### config.mk
export PLATFORM = sky130hd
export DESIGN_NAME = serial_addr_sequencer
export DESIGN_NICKNAME = d
export VERILOG_FILES = /design/src/rtl/serial_addr_sequencer_pkg.sv /design/src/rtl/serial_addr_sequencer_shift_in.sv /design/src/rtl/serial_addr_sequencer.sv
export SDC_FILE = /design/constraint.sdc
export NUM_CORES = 1
export LEC_CHECK = 0
export BUFFER_PORTS_ARGS = -buffer_cell sky130_fd_sc_hd__buf_2
export CAP_MARGIN = 20
export CORE_MARGIN = 5
export CORE_UTILIZATION = 50
export CTS_CLUSTER_SIZE = 25
export DETAILED_ROUTE_END_ITERATION = 12
export PLACE_DENSITY = 0.82
export REMOVE_ABC_BUFFERS = 1
export SYNTH_ARGS = -nofsm -noshare
export SYNTH_HDL_FRONTEND = slang
export SYNTH_SLANG_ARGS = --single-unit
### constraint.sdc
create_clock -name sclk -period 1.7 [get_ports sclk]
set_clock_uncertainty 0.15 [all_clocks]
set_input_delay 0.085 -clock sclk [delete_from_list [all_inputs] [get_ports sclk]]
set_output_delay 0.085 -clock sclk [all_outputs]
set_load 0.05 [all_outputs]
### src/rtl/serial_addr_sequencer_pkg.sv
// Shared types and constants for the serial readout/config port.
package serial_addr_sequencer_pkg;
    typedef enum logic [1:0] {IDLE, CMD, DATA, ERR} seq_state_t;

    localparam int RW_BIT   = 7;
    localparam int MAX_ADDR = 65;
    localparam int CH_BASE  = 4;
    localparam int CH_SPAN  = 7;
    localparam int NUM_CH   = 8;
endpackage

### src/rtl/serial_addr_sequencer_shift_in.sv
// MSB-first serial byte assembler: keeps the 7 previous bits, the byte completes with the current bit.
module serial_addr_sequencer_shift_in (
    input  logic       sclk,
    input  logic       rstn,
    input  logic       i_clr,
    input  logic       i_en,
    input  logic       i_d,
    output logic [7:0] o_byte
);
    logic [6:0] r_sr;

    always_ff @(posedge sclk) begin
        if (!rstn || i_clr)
            r_sr <= '0;
        else if (i_en)
            r_sr <= {r_sr[5:0], i_d};
    end

    assign o_byte = {r_sr, i_d};
endmodule

### src/rtl/serial_addr_sequencer.sv
// Serial port front end: decodes the command byte, steps the byte address and captures write bytes.
module serial_addr_sequencer
    import serial_addr_sequencer_pkg::*;
#(
    parameter int ADDR_W   = 8,
    parameter int MAX_ADDR = serial_addr_sequencer_pkg::MAX_ADDR,
    parameter int DATA_W   = 8
) (
    input  logic              sclk,
    input  logic              rstn,
    input  logic              csb,
    input  logic              sdi,
    output logic [ADDR_W-1:0] mux_ctrl,
    output logic              addr_valid,
    output logic              rd_mode,
    output logic [2:0]        bit_idx,
    output logic              byte_load,
    output logic              wr_en,
    output logic [ADDR_W-1:0] wr_addr,
    output logic [DATA_W-1:0] wr_data,
    output logic              cmd_err
);
    localparam logic [ADDR_W-1:0] LAST_ADDR = ADDR_W'(MAX_ADDR);

    seq_state_t        r_state;
    logic [2:0]        r_cnt;
    logic [ADDR_W-1:0] r_mux;
    logic              r_valid;
    logic              r_rd;
    logic [2:0]        r_bit_idx;
    logic              r_byte_load;
    logic              r_wr_en;
    logic [ADDR_W-1:0] r_wr_addr;
    logic [DATA_W-1:0] r_wr_data;
    logic              r_err;

    logic [7:0]        w_cmd_byte;
    logic [7:0]        w_wr_byte;
    logic [ADDR_W-1:0] w_cmd_addr;
    logic [ADDR_W-1:0] w_mux_next;

    serial_addr_sequencer_shift_in u_cmd_sr (
        .sclk   (sclk),
        .rstn   (rstn),
        .i_clr  (csb),
        .i_en   (!csb && (r_state == IDLE || r_state == CMD)),
        .i_d    (sdi),
        .o_byte (w_cmd_byte)
    );

    serial_addr_sequencer_shift_in u_wr_sr (
        .sclk   (sclk),
        .rstn   (rstn),
        .i_clr  (csb),
        .i_en   (!csb && r_state == DATA && !r_rd),
        .i_d    (sdi),
        .o_byte (w_wr_byte)
    );

    assign w_cmd_addr = ADDR_W'(w_cmd_byte[6:0]);
    assign w_mux_next = (r_mux == LAST_ADDR) ? '0 : r_mux + ADDR_W'(1);

    always_ff @(posedge sclk) begin
        if (!rstn) begin
            r_state     <= IDLE;
            r_cnt       <= '0;
            r_mux       <= '0;
            r_valid     <= 1'b0;
            r_rd        <= 1'b0;
            r_bit_idx   <= 3'd7;
            r_byte_load <= 1'b0;
            r_wr_en     <= 1'b0;
            r_wr_addr   <= '0;
            r_wr_data   <= '0;
            r_err       <= 1'b0;
        end else begin
            r_byte_load <= 1'b0;
            r_wr_en     <= 1'b0;
            // Frame end wins over everything; mux_ctrl and the last write stay visible.
            if (csb) begin
                r_state   <= IDLE;
                r_valid   <= 1'b0;
                r_err     <= 1'b0;
                r_bit_idx <= 3'd7;
            end else begin
                case (r_state)
                    IDLE: begin
                        r_state <= CMD;
                        r_cnt   <= 3'd1;
                    end
                    CMD: begin
                        if (r_cnt == 3'd7) begin
                            r_mux     <= w_cmd_addr;
                            r_bit_idx <= 3'd7;
                            if (w_cmd_addr <= LAST_ADDR) begin
                                r_state     <= DATA;
                                r_valid     <= 1'b1;
                                r_rd        <= w_cmd_byte[RW_BIT];
                                r_byte_load <= w_cmd_byte[RW_BIT];
                            end else begin
                                r_state <= ERR;
                                r_err   <= 1'b1;
                            end
                        end else begin
                            r_cnt <= r_cnt + 3'd1;
                        end
                    end
                    DATA: begin
                        if (r_bit_idx == 3'd0) begin
                            r_mux       <= w_mux_next;
                            r_bit_idx   <= 3'd7;
                            r_byte_load <= r_rd;
                            if (!r_rd) begin
                                r_wr_en   <= 1'b1;
                                r_wr_addr <= r_mux;
                                r_wr_data <= DATA_W'(w_wr_byte);
                            end
                        end else begin
                            r_bit_idx <= r_bit_idx - 3'd1;
                        end
                    end
                    ERR: ;
                    default: r_state <= IDLE;
                endcase
            end
        end
    end

    assign mux_ctrl   = r_mux;
    assign addr_valid = r_valid;
    assign rd_mode    = r_rd;
    assign bit_idx    = r_bit_idx;
    assign byte_load  = r_byte_load;
    assign wr_en      = r_wr_en;
    assign wr_addr    = r_wr_addr;
    assign wr_data    = r_wr_data;
    assign cmd_err    = r_err;
endmodule

==> results_dict.tcl <==
set metrics [dict create \
    status "finished, violations left" \
    violations "negative setup slack" \
    multi_input_area_mm2 0.00141 \
    first_pass_iters 5 \
    setup_viol 4 \
    clkSinkCount 51 \
    finish.net_count 367 \
    ir_worst_vdd_v 0.000421 \
    viasPerCell 5.77 \
    fin_util 0.677 \
    drive_above_1_share 0.346 \
    p_int_uw 1620 \
    synth_top_area_cell "dfxtp_1" \
    io_buffers 35 \
    pwr-share-seq 0.557 \
    n_antenna_cell 0 \
    grt_pass1_vias 2097 \
    fmax_mhz 580 \
    place_hpwl_mm 3.92 \
    post_synth_num_cell_types 44 \
    clkLatencyLatePin_ns 0.31 \
    regToRegSetupSlack_ns -0.02 \
    yosysSeqAreaShare 0.430 \
    relSlewSlack 0.730 \
    drc_errors 0 \
    die_w_um 78.9 \
    synth_most_common_cell "nand2_1" \
    ioPinCount 36 \
    clkTransAtPathRegs_ns 0.09 \
    critPathMaxFanout 6 \
    hold_violations 0 \
    routed-via-count 2359 \
    rsz0062_at_grt "yes" \
    min_path_cells 3 \
    antenna_found_initial 0 \
    syn_area_per_cell_um2 8.05 \
    drv_slew 0 \
    power_density_mw_per_mm2 700 \
    start_util 0.510 \
    coreArea_mm2 0.00466 \
    dieHeight_um 78.9 \
    layout_setup_ws_ns -0.0238 \
    setup.worst_path.start "r_cnt[1]" \
    worst_slew_pin_slew_ns 0.403 \
    p_sw_uw 586 \
    dieArea_mm2 0.00623 \
    overflow 0 \
    track_usage 0.197 \
    final.period_utilization 1.01 \
    fillers 334 \
    path_class "reg -> reg" \
    async_reset_ff_frac 0 \
    syn_inst 295 \
    synth_area_leaders "dfxtp_1 (43%), nand2_1 (9.0%), a21oi_1 (7.4%), ha_1 (4.7%), mux2i_1 (3.8%)" \
    post_drt_wl_per_cell_um 15.4 \
    syn_area_mm2 0.00237 \
    grt_max_degree 23 \
    drtAntennaViolNets 0 \
    place_area_mm2 0.00281 \
    r2r-end "mux_ctrl[6]" \
    yosysWarnings 0 \
    synth_edf_count 0 \
    critPathCaptureType "register" \
    cts_tree "built" \
    fin_crit_ns 1.72 \
    netlist_top_cells_count "nand2_1 (57), dfxtp_1 (51), a21oi_1 (35)" \
    clock_path_buffers 2 \
    p_sw_frac 0.265 \
    routed_wirelength_mm 6.30 \
    grt_pass1_wl_mm 9.83 \
    cts-root-buf "clkbuf_8" \
    hold_path.class "in -> reg" \
    finalInstanceArea_mm2 0.00315 \
    max_cap_violations 0 \
    r2r-start "r_cnt[1]" \
    cts_max_level 2 \
    drtIter0Drc 167 \
    power_frac_comb 0.102 \
    synth_top_area_frac 0.430 \
    cp.required_ns 1.81 \
    row_count 25 \
    yosys_register_bits 51 \
    rr_worst_depth 7 \
    crit_path_start_kind "register" \
    register_area_mm2 0.00104 \
    synthToLayoutAreaGrowth_pct 32.8 \
    gp_congestion 0.827 \
    arrival_ns 1.83 \
    synth_ff_type "dfxtp_1" \
    numCtsBuffers 5 \
    endpoint "mux_ctrl[6]" \
    leakagePower_uw 0.00122 \
    clockPowerShare 0.342 \
]
## per-layer routing
metal	vias to the layer above	wire length, µm	track usage	part of all wire
met3	20	325	0.0306	0.052
li1	1139	-	-	-
met2	84	3150	0.333	0.50
met1	1116	2640	0.251	0.42
met5	-	0	0	0
met4	0	176	0.0790	0.028
## power by group through the flow
stage	logic, µW	registers (µW)	clock network (µW)
2_1_floorplan	78.8	1290	0
3_3_place_gp	199	1250	0
3_5_place_dp	202	1260	0
4_1_cts	209	1230	763
5_1_grt	243	1230	812
6_report	225	1230	754
## state kept, by name (all words and copies together), names as in the netlist, 2 cells and up
| name | cells |
|---|---|
| wr_addr | 8 |
| u_cmd_sr.r_sr | 7 |
| r_state | 2 |
| r_cnt | 3 |
| wr_data | 8 |
| bit_idx | 3 |
| u_wr_sr.r_sr | 7 |
| mux_ctrl | 8 |
## per-stage QoR
stage | setup slack, ns | instances | setup TNS, ns | hold slack [ns] | power [µW]
2_1_floorplan | -1.05 | 274 | -24.58 | 0.0360 | 1370
3_3_place_gp | -0.0266 | 400 | -0.0979 | 0.236 | 1450
3_5_place_dp | -0.0820 | 400 | -1.14 | 0.232 | 1460
4_1_cts | -0.0235 | 409 | -0.0347 | 0.0457 | 2200
5_1_grt | -0.106 | 409 | -0.712 | 0.0763 | 2290
6_report | -0.0238 | 409 | -0.0617 | 0.0540 | 2210
## worst max-delay path: stages, from the launching register on
cell	delay (ns)
dfxtp_4	0.38
ha_4	0.14
ha_4	0.19
nor3b_4	0.22
buf_6	0.13
nand2_2	0.05
a311o_1	0.32
nand3_1	0.08
## cell usage in the layout (no fill, tap or decap), types with 3 or more instances in the layout
cell and n:
o21ai_1 4, ha_4 5, a21oi_2 5, dfxtp_1 44
mux2i_1 8, dfxtp_4 4, nand2_1 54, nor3_1 6
buf_2 35, a21oi_1 30, o21ai_0 14, nor2_1 17
buf_4 33, o21a_1 3, dfxtp_2 3, nand2_2 3
clkbuf_8 6, inv_1 6, nand2b_1 5, nand3_1 12
ha_1 4, o211ai_1 4
## worst min path at each step
stage / startpoint / to / slack [ns]
after floorplan: csb / rd_mode / 0.04
after global placement: sdi / mux_ctrl[0] / 0.24
after CTS: rstn / r_cnt[0] / 0.05
after detailed placement: sdi / mux_ctrl[0] / 0.23
after global routing: rstn / r_cnt[0] / 0.08
final: rstn / r_cnt[0] / 0.05
## layout make-up
| cell class | count | area share |
|---|---|---|
| clock buffer | 6 | 0.0262 |
| sequential | 51 | 0.330 |
| multi-input combinational | 212 | 0.448 |
| clock inverter | 2 | 0.00437 |
| inverter | 11 | 0.0147 |
| tap | 54 | 0.0214 |
| timing repair buffer | 73 | 0.156 |
## logic make-up (layout without fill, tap and decap cells)
logic type      Yosys count  after routing  synth area share
flops                    51             51             0.430
mux                      11             11            0.0474
buf+inv                  32             92            0.0580
xor+xnor                  1              1           0.00369
fa+ha+maj                 9              9            0.0474
simple gates            113            113             0.215
compound gates           78             78             0.199
## what timing repair did
action / 4_1_cts / 5_1_grt
pin swaps: 3 / 18
setup endpoints to repair: 32 / 37
buffers inserted: 0 / 1
hold buffers: 1 / 0
gates resized for setup: 16 / 43
hold endpoints to repair: 4 / 0
Power figures use the tool's default switching activity.
